File: src/rtl/seg7_scan_driver.sv
// Six-digit multiplexed common-anode seven-segment driver for the clock top.
// Inputs are latched once per frame, and selected fields blink on a slow frame-based cadence.
module seg7_scan_driver #(
  parameter int unsigned P_SCAN_DIV     = 50000,
  parameter int unsigned P_BLINK_FRAMES = 50
) (
  input  logic       i_clk,
  input  logic       i_rstn,
  input  logic [5:0] i_sec,
  input  logic [5:0] i_min,
  input  logic [4:0] i_hr,
  input  logic [2:0] i_blink_mask,
  output logic [5:0] o_an,
  output logic [6:0] o_seg
);

  localparam int unsigned PRESC_W = (P_SCAN_DIV > 2) ? $clog2(P_SCAN_DIV) : 1;
  localparam int unsigned FRM_W   = (P_BLINK_FRAMES > 2) ? $clog2(P_BLINK_FRAMES) : 1;
  localparam logic [PRESC_W-1:0] PRESC_LAST = PRESC_W'(P_SCAN_DIV - 1);
  localparam logic [FRM_W-1:0]   FRM_LAST   = FRM_W'(P_BLINK_FRAMES - 1);
  localparam logic [6:0]         SEG_BLANK  = 7'b1111111;

  logic [PRESC_W-1:0] presc_q, presc_d;
  logic [2:0]         idx_q, idx_d;
  logic [FRM_W-1:0]   frm_q, frm_d;
  logic               phase_q, phase_d;
  logic [5:0]         sec_s_q, sec_s_d, min_s_q, min_s_d;
  logic [4:0]         hr_s_q, hr_s_d;
  logic [2:0]         mask_s_q, mask_s_d;
  logic               phase_s_q, phase_s_d;
  logic [5:0]         an_q, an_d;
  logic [6:0]         seg_q, seg_d;

  logic       tick, frame_start;
  logic [2:0] idx_nxt;
  logic [5:0] src_sec, src_min, val;
  logic [4:0] src_hr;
  logic [2:0] src_mask;
  logic       src_phase, field_blink;
  logic [3:0] digit;

  function automatic logic [6:0] seg_enc(input logic [3:0] d);
    case (d)
      4'd0:    seg_enc = 7'b1000000;
      4'd1:    seg_enc = 7'b1111001;
      4'd2:    seg_enc = 7'b0100100;
      4'd3:    seg_enc = 7'b0110000;
      4'd4:    seg_enc = 7'b0011001;
      4'd5:    seg_enc = 7'b0010010;
      4'd6:    seg_enc = 7'b0000010;
      4'd7:    seg_enc = 7'b1111000;
      4'd8:    seg_enc = 7'b0000000;
      4'd9:    seg_enc = 7'b0010000;
      default: seg_enc = SEG_BLANK;
    endcase
  endfunction

  always_comb begin
    presc_d   = presc_q;
    idx_d     = idx_q;
    frm_d     = frm_q;
    phase_d   = phase_q;
    sec_s_d   = sec_s_q;
    min_s_d   = min_s_q;
    hr_s_d    = hr_s_q;
    mask_s_d  = mask_s_q;
    phase_s_d = phase_s_q;
    an_d      = an_q;
    seg_d     = seg_q;

    tick        = (presc_q == PRESC_LAST);
    frame_start = tick && (idx_q == 3'd5);
    idx_nxt     = (idx_q == 3'd5) ? 3'd0 : idx_q + 3'd1;

    // Digit 0 reads the live inputs because the snapshot is being loaded on the same edge
    src_sec   = frame_start ? i_sec        : sec_s_q;
    src_min   = frame_start ? i_min        : min_s_q;
    src_hr    = frame_start ? i_hr         : hr_s_q;
    src_mask  = frame_start ? i_blink_mask : mask_s_q;
    src_phase = frame_start ? phase_q      : phase_s_q;

    case (idx_nxt[2:1])
      2'd0:    begin val = src_sec;         field_blink = src_mask[0]; end
      2'd1:    begin val = src_min;         field_blink = src_mask[1]; end
      default: begin val = {1'b0, src_hr}; field_blink = src_mask[2]; end
    endcase
    digit = idx_nxt[0] ? 4'(val / 6'd10) : 4'(val % 6'd10);

    if (tick) begin
      presc_d = '0;
      idx_d   = idx_nxt;
      an_d    = ~(6'b000001 << idx_nxt);
      seg_d   = (src_phase && field_blink) ? SEG_BLANK : seg_enc(digit);
    end else begin
      presc_d = presc_q + PRESC_W'(1);
    end

    // The frame's blink phase is the value before this frame start's update
    if (frame_start) begin
      sec_s_d   = i_sec;
      min_s_d   = i_min;
      hr_s_d    = i_hr;
      mask_s_d  = i_blink_mask;
      phase_s_d = phase_q;
      if (frm_q == FRM_LAST) begin
        frm_d   = '0;
        phase_d = ~phase_q;
      end else begin
        frm_d = frm_q + FRM_W'(1);
      end
    end
  end

  always_ff @(posedge i_clk or negedge i_rstn) begin
    if (!i_rstn) begin
      presc_q   <= '0;
      idx_q     <= 3'd5;
      frm_q     <= '0;
      phase_q   <= 1'b0;
      sec_s_q   <= '0;
      min_s_q   <= '0;
      hr_s_q    <= '0;
      mask_s_q  <= '0;
      phase_s_q <= 1'b0;
      an_q      <= 6'b111111;
      seg_q     <= SEG_BLANK;
    end else begin
      presc_q   <= presc_d;
      idx_q     <= idx_d;
      frm_q     <= frm_d;
      phase_q   <= phase_d;
      sec_s_q   <= sec_s_d;
      min_s_q   <= min_s_d;
      hr_s_q    <= hr_s_d;
      mask_s_q  <= mask_s_d;
      phase_s_q <= phase_s_d;
      an_q      <= an_d;
      seg_q     <= seg_d;
    end
  end

  assign o_an  = an_q;
  assign o_seg = seg_q;

endmodule

File: config.mk
export PLATFORM = sky130hd
export DESIGN_NAME = seg7_scan_driver
export DESIGN_NICKNAME = d
export VERILOG_FILES = /design/src/rtl/seg7_scan_driver.sv
export SDC_FILE = /design/constraint.sdc
export NUM_CORES = 1
export LEC_CHECK = 0
export ABC_AREA = 1
export CORE_ASPECT_RATIO = 2
export CORE_MARGIN = 1.5
export CORE_UTILIZATION = 45
export CTS_BUF_LIST = sky130_fd_sc_hd__clkbuf_2
export CTS_CLUSTER_DIAMETER = 50
export DETAILED_ROUTE_END_ITERATION = 8
export PLACE_DENSITY = 0.7
export SYNTH_ARGS = -nofsm -noshare
export SYNTH_HDL_FRONTEND = slang
export SYNTH_SLANG_ARGS = --single-unit
File: constraint.sdc
create_clock -name i_clk -period 3.87 [get_ports i_clk]
set_input_delay 1.161 -clock i_clk [delete_from_list [all_inputs] [get_ports i_clk]]
set_output_delay 1.161 -clock i_clk [all_outputs]
set_load 0.01 [all_outputs]
==> out/results.tsv <==
metric	value	unit
status	complete, no violations	
most frequent CP cell	nand2_1	
Int Power	852.5	µW
TritonCTS clock tree	yes	
max layer used	met4	
dpl cell area	0.003891	mm²
fin crit share	91.81	%
Critical-path top delay cell	dfstp_2	
number of synthesized flops with an enable pin	0	
Synth Warn #	0	
# IOs	35	
post-DP HPWL	5585	µm
Final nets	517	
worst-case clock buffer depth	2	
met1 wire length	3004	µm
vias per cell	4.852	
Reg clk slew, reported paths	0.16	ns
initial antenna violation count	0	
Slew headroom	60.70	%
Peak supply drop	0.1412	mV
total gr overflow	0	
Worst setup EP type	register	
CTS buffer count	9	
CP Class	reg2reg	
die width	64.14	µm
achievable frequency	281.5	MHz
die area	0.008035	mm²
Finished Cell Area	0.004059	mm²
drt wl/cell	12.62	µm
DR WL met2	3844	µm
most common cell after layout, fill and taps aside	nand2_1	
r2r setup slk	0.32	ns
RR Endpoint	o_seg[1]	
Pins Over Slew Limit	0	
Net Sw Frac	22.56	%
DR vias	2819	
synthesis-to-finish area growth	20.64	%
pin count of the biggest net entering global routing	26	
unrepaired setup endpoints after global routing	no	
mapped cell area	0.003364	mm²
Final setup viols	0	
Yosys cell types	41	
Synth area leaders	dfrtp_1 (33%), nand2_1 (13%), dfstp_2 (12%)	
Initial Utilization	46.30	%
FP Rows	44	
clock root cell	clkbuf_2	
switching power	248.4	µW
crit path max fanout	5	
Hold Crit Class	reg2reg	
min-delay src	presc_q[0]	
Hold WS	0.4675	ns
CP max stage delay	0.59	ns
DR WL met3	278	µm
Logic pwr share	3.3	%
commonest non-fill, non-tap cells in the layout	nand2_1 (116), nor2_1 (56), inv_1 (45), dfrtp_1 (45), clkdlybuf4s50_1 (33)	
core box area	0.007267	mm²
RD Place Congestion	0.8070	
DRT Pass-1 Iters	4	
Flop pwr share	57.1	%
worst hold endpoint	presc_q[0]	
pwr dens	271.2	mW/mm²
FF-to-FF path depth	27	
average size of a mapped cell	7.879	µm²
top_reg_cell synth	dfrtp_1	
syn nets	459	
die span in y	125.3	µm
layout cell share with drive strength beyond 1	19.43	%
Antenna Cells	0	
R2R Path Start	idx_q[2]	
sequential fraction of the synthesis area	45.18	%
clock power share	39.7	%
count of input and output buffers	34	
global-route total usage across every layer	19.73	%
Setup Skew	0.02464	ns
drt drc	0	
Tmin final	3.553	ns
first-pass GRT wire length	12350	µm
synthesized netlist cell count	427	
count of state elements after synthesis	60	
Hold Path Stages	1	
measured slew at the worst slew-check pin	0.5834	ns
Clk Latency, worst-skew pair	0.52	ns
startpoint types	register	
top cell type by total area after synthesis	dfrtp_1	
CTS sink count	60	
final hold violations	0	
worst path required time	4.33	ns
top cell type's share of synthesized area	33.47	%
max cap viols	0	
Final ANT Viol Nets	0	
Pleak	2.012	nW
CTS H-tree lvls	3	
ys async rst share	100.0	%
Critical Path AT	4.01	ns
number of DRC markers in iteration 0	164	
total power	1.101	mW
wirelength, routed	7331	µm
number of global-route vias before repair	2798	
[cell usage after synthesis, types with 5 or more instances]
cell	instances
inv_1	45
dfrtp_1	45
inv_2	7
ha_1	10
dfstp_2	15
nand2_2	16
xor2_1	6
nand3_1	22
nand3_2	5
nor3_1	5
nand2_1	116
nor2_1	57
nand4_1	8
o21ai_0	15
a21oi_1	13
[how the worst max path moves through the flow]
stage          startpoint  endpoint  slack, ns
5_1_grt          idx_q[2]  o_seg[6]      0.006
6_report         idx_q[2]  o_seg[1]       0.32
3_3_place_gp     i_sec[3]  o_seg[1]      -0.07
2_1_floorplan    i_min[3]  o_seg[1]       0.49
3_5_place_dp      i_hr[4]  o_seg[1]      -0.14
4_1_cts          idx_q[0]  o_seg[1]       0.17
[cell families after synthesis]
group           count (synthesis)  synth area share, %
xor+xnor                        6                1.562
flops                          60                45.18
buf+inv                        61                7.586
fa+ha+maj                      10                3.719
simple gates                  248                34.44
compound gates                 42                7.512
[per-stage QoR]
step,TNS [ns],utilization [%],cells,setup WS (ns)
after CTS,0,55.27,578,0.1692
after global placement,-0.3457,53.55,563,-0.07410
after detailed placement,-0.7192,53.55,563,-0.1362
after global routing,0,55.85,581,0.006295
final,0,55.85,581,0.3170
after floorplan,0,-,427,0.4901
[power by group through the flow]
stage	sequential (mW)	clock (mW)	combinational, mW
global route	0.629	0.475	0.0395
floorplan	0.639	0	0.00000296
finish	0.628	0.437	0.0359
global placement	0.639	0	0.0363
detailed placement	0.639	0	0.0365
CTS	0.628	0.451	0.0368
[flip-flops by register name (all words and copies together), names as in the netlist]
| signal | count |
|---|---|
| sec_s_q | 6 |
| presc_q | 16 |
| o_seg | 7 |
| o_an | 6 |
| phase_q | 1 |
| hr_s_q | 5 |
| mask_s_q | 3 |
| phase_s_q | 1 |
| frm_q | 6 |
| idx_q | 3 |
| min_s_q | 6 |
[cell type report]
class                   instances  area (µm²)
multi-input cells             306        1609
clock buffers                   9       45.04
fillers                       686        3208
well taps                      92       115.1
inverters                      55       211.5
flip-flops and latches         60        1520
repair buffers                 53       478.0
clock inverters                 6       80.08
[worst max-delay path: cells and delay by family, from the launching register on]
family / cells / cell delay [ns]
fa+ha+maj: 2 / 0.51
simple gates: 18 / 1.85
buf+inv: 7 / 0.56
flops: 1 / 0.59
[layer usage]
layer,track usage [%],vias up
met2,34.68,48
met5,0,-
met3,4.586,13
met4,9.262,0
met1,21.95,1297
li1,-,1461
[what timing repair did]
item | CTS | global route
setup endpoints to repair | 0 | 7
resized for setup | 0 | 4
hold buffers | 0 | 0
setup buffers | 0 | 3
No activity file was read; power rests on OpenSTA's default activity.
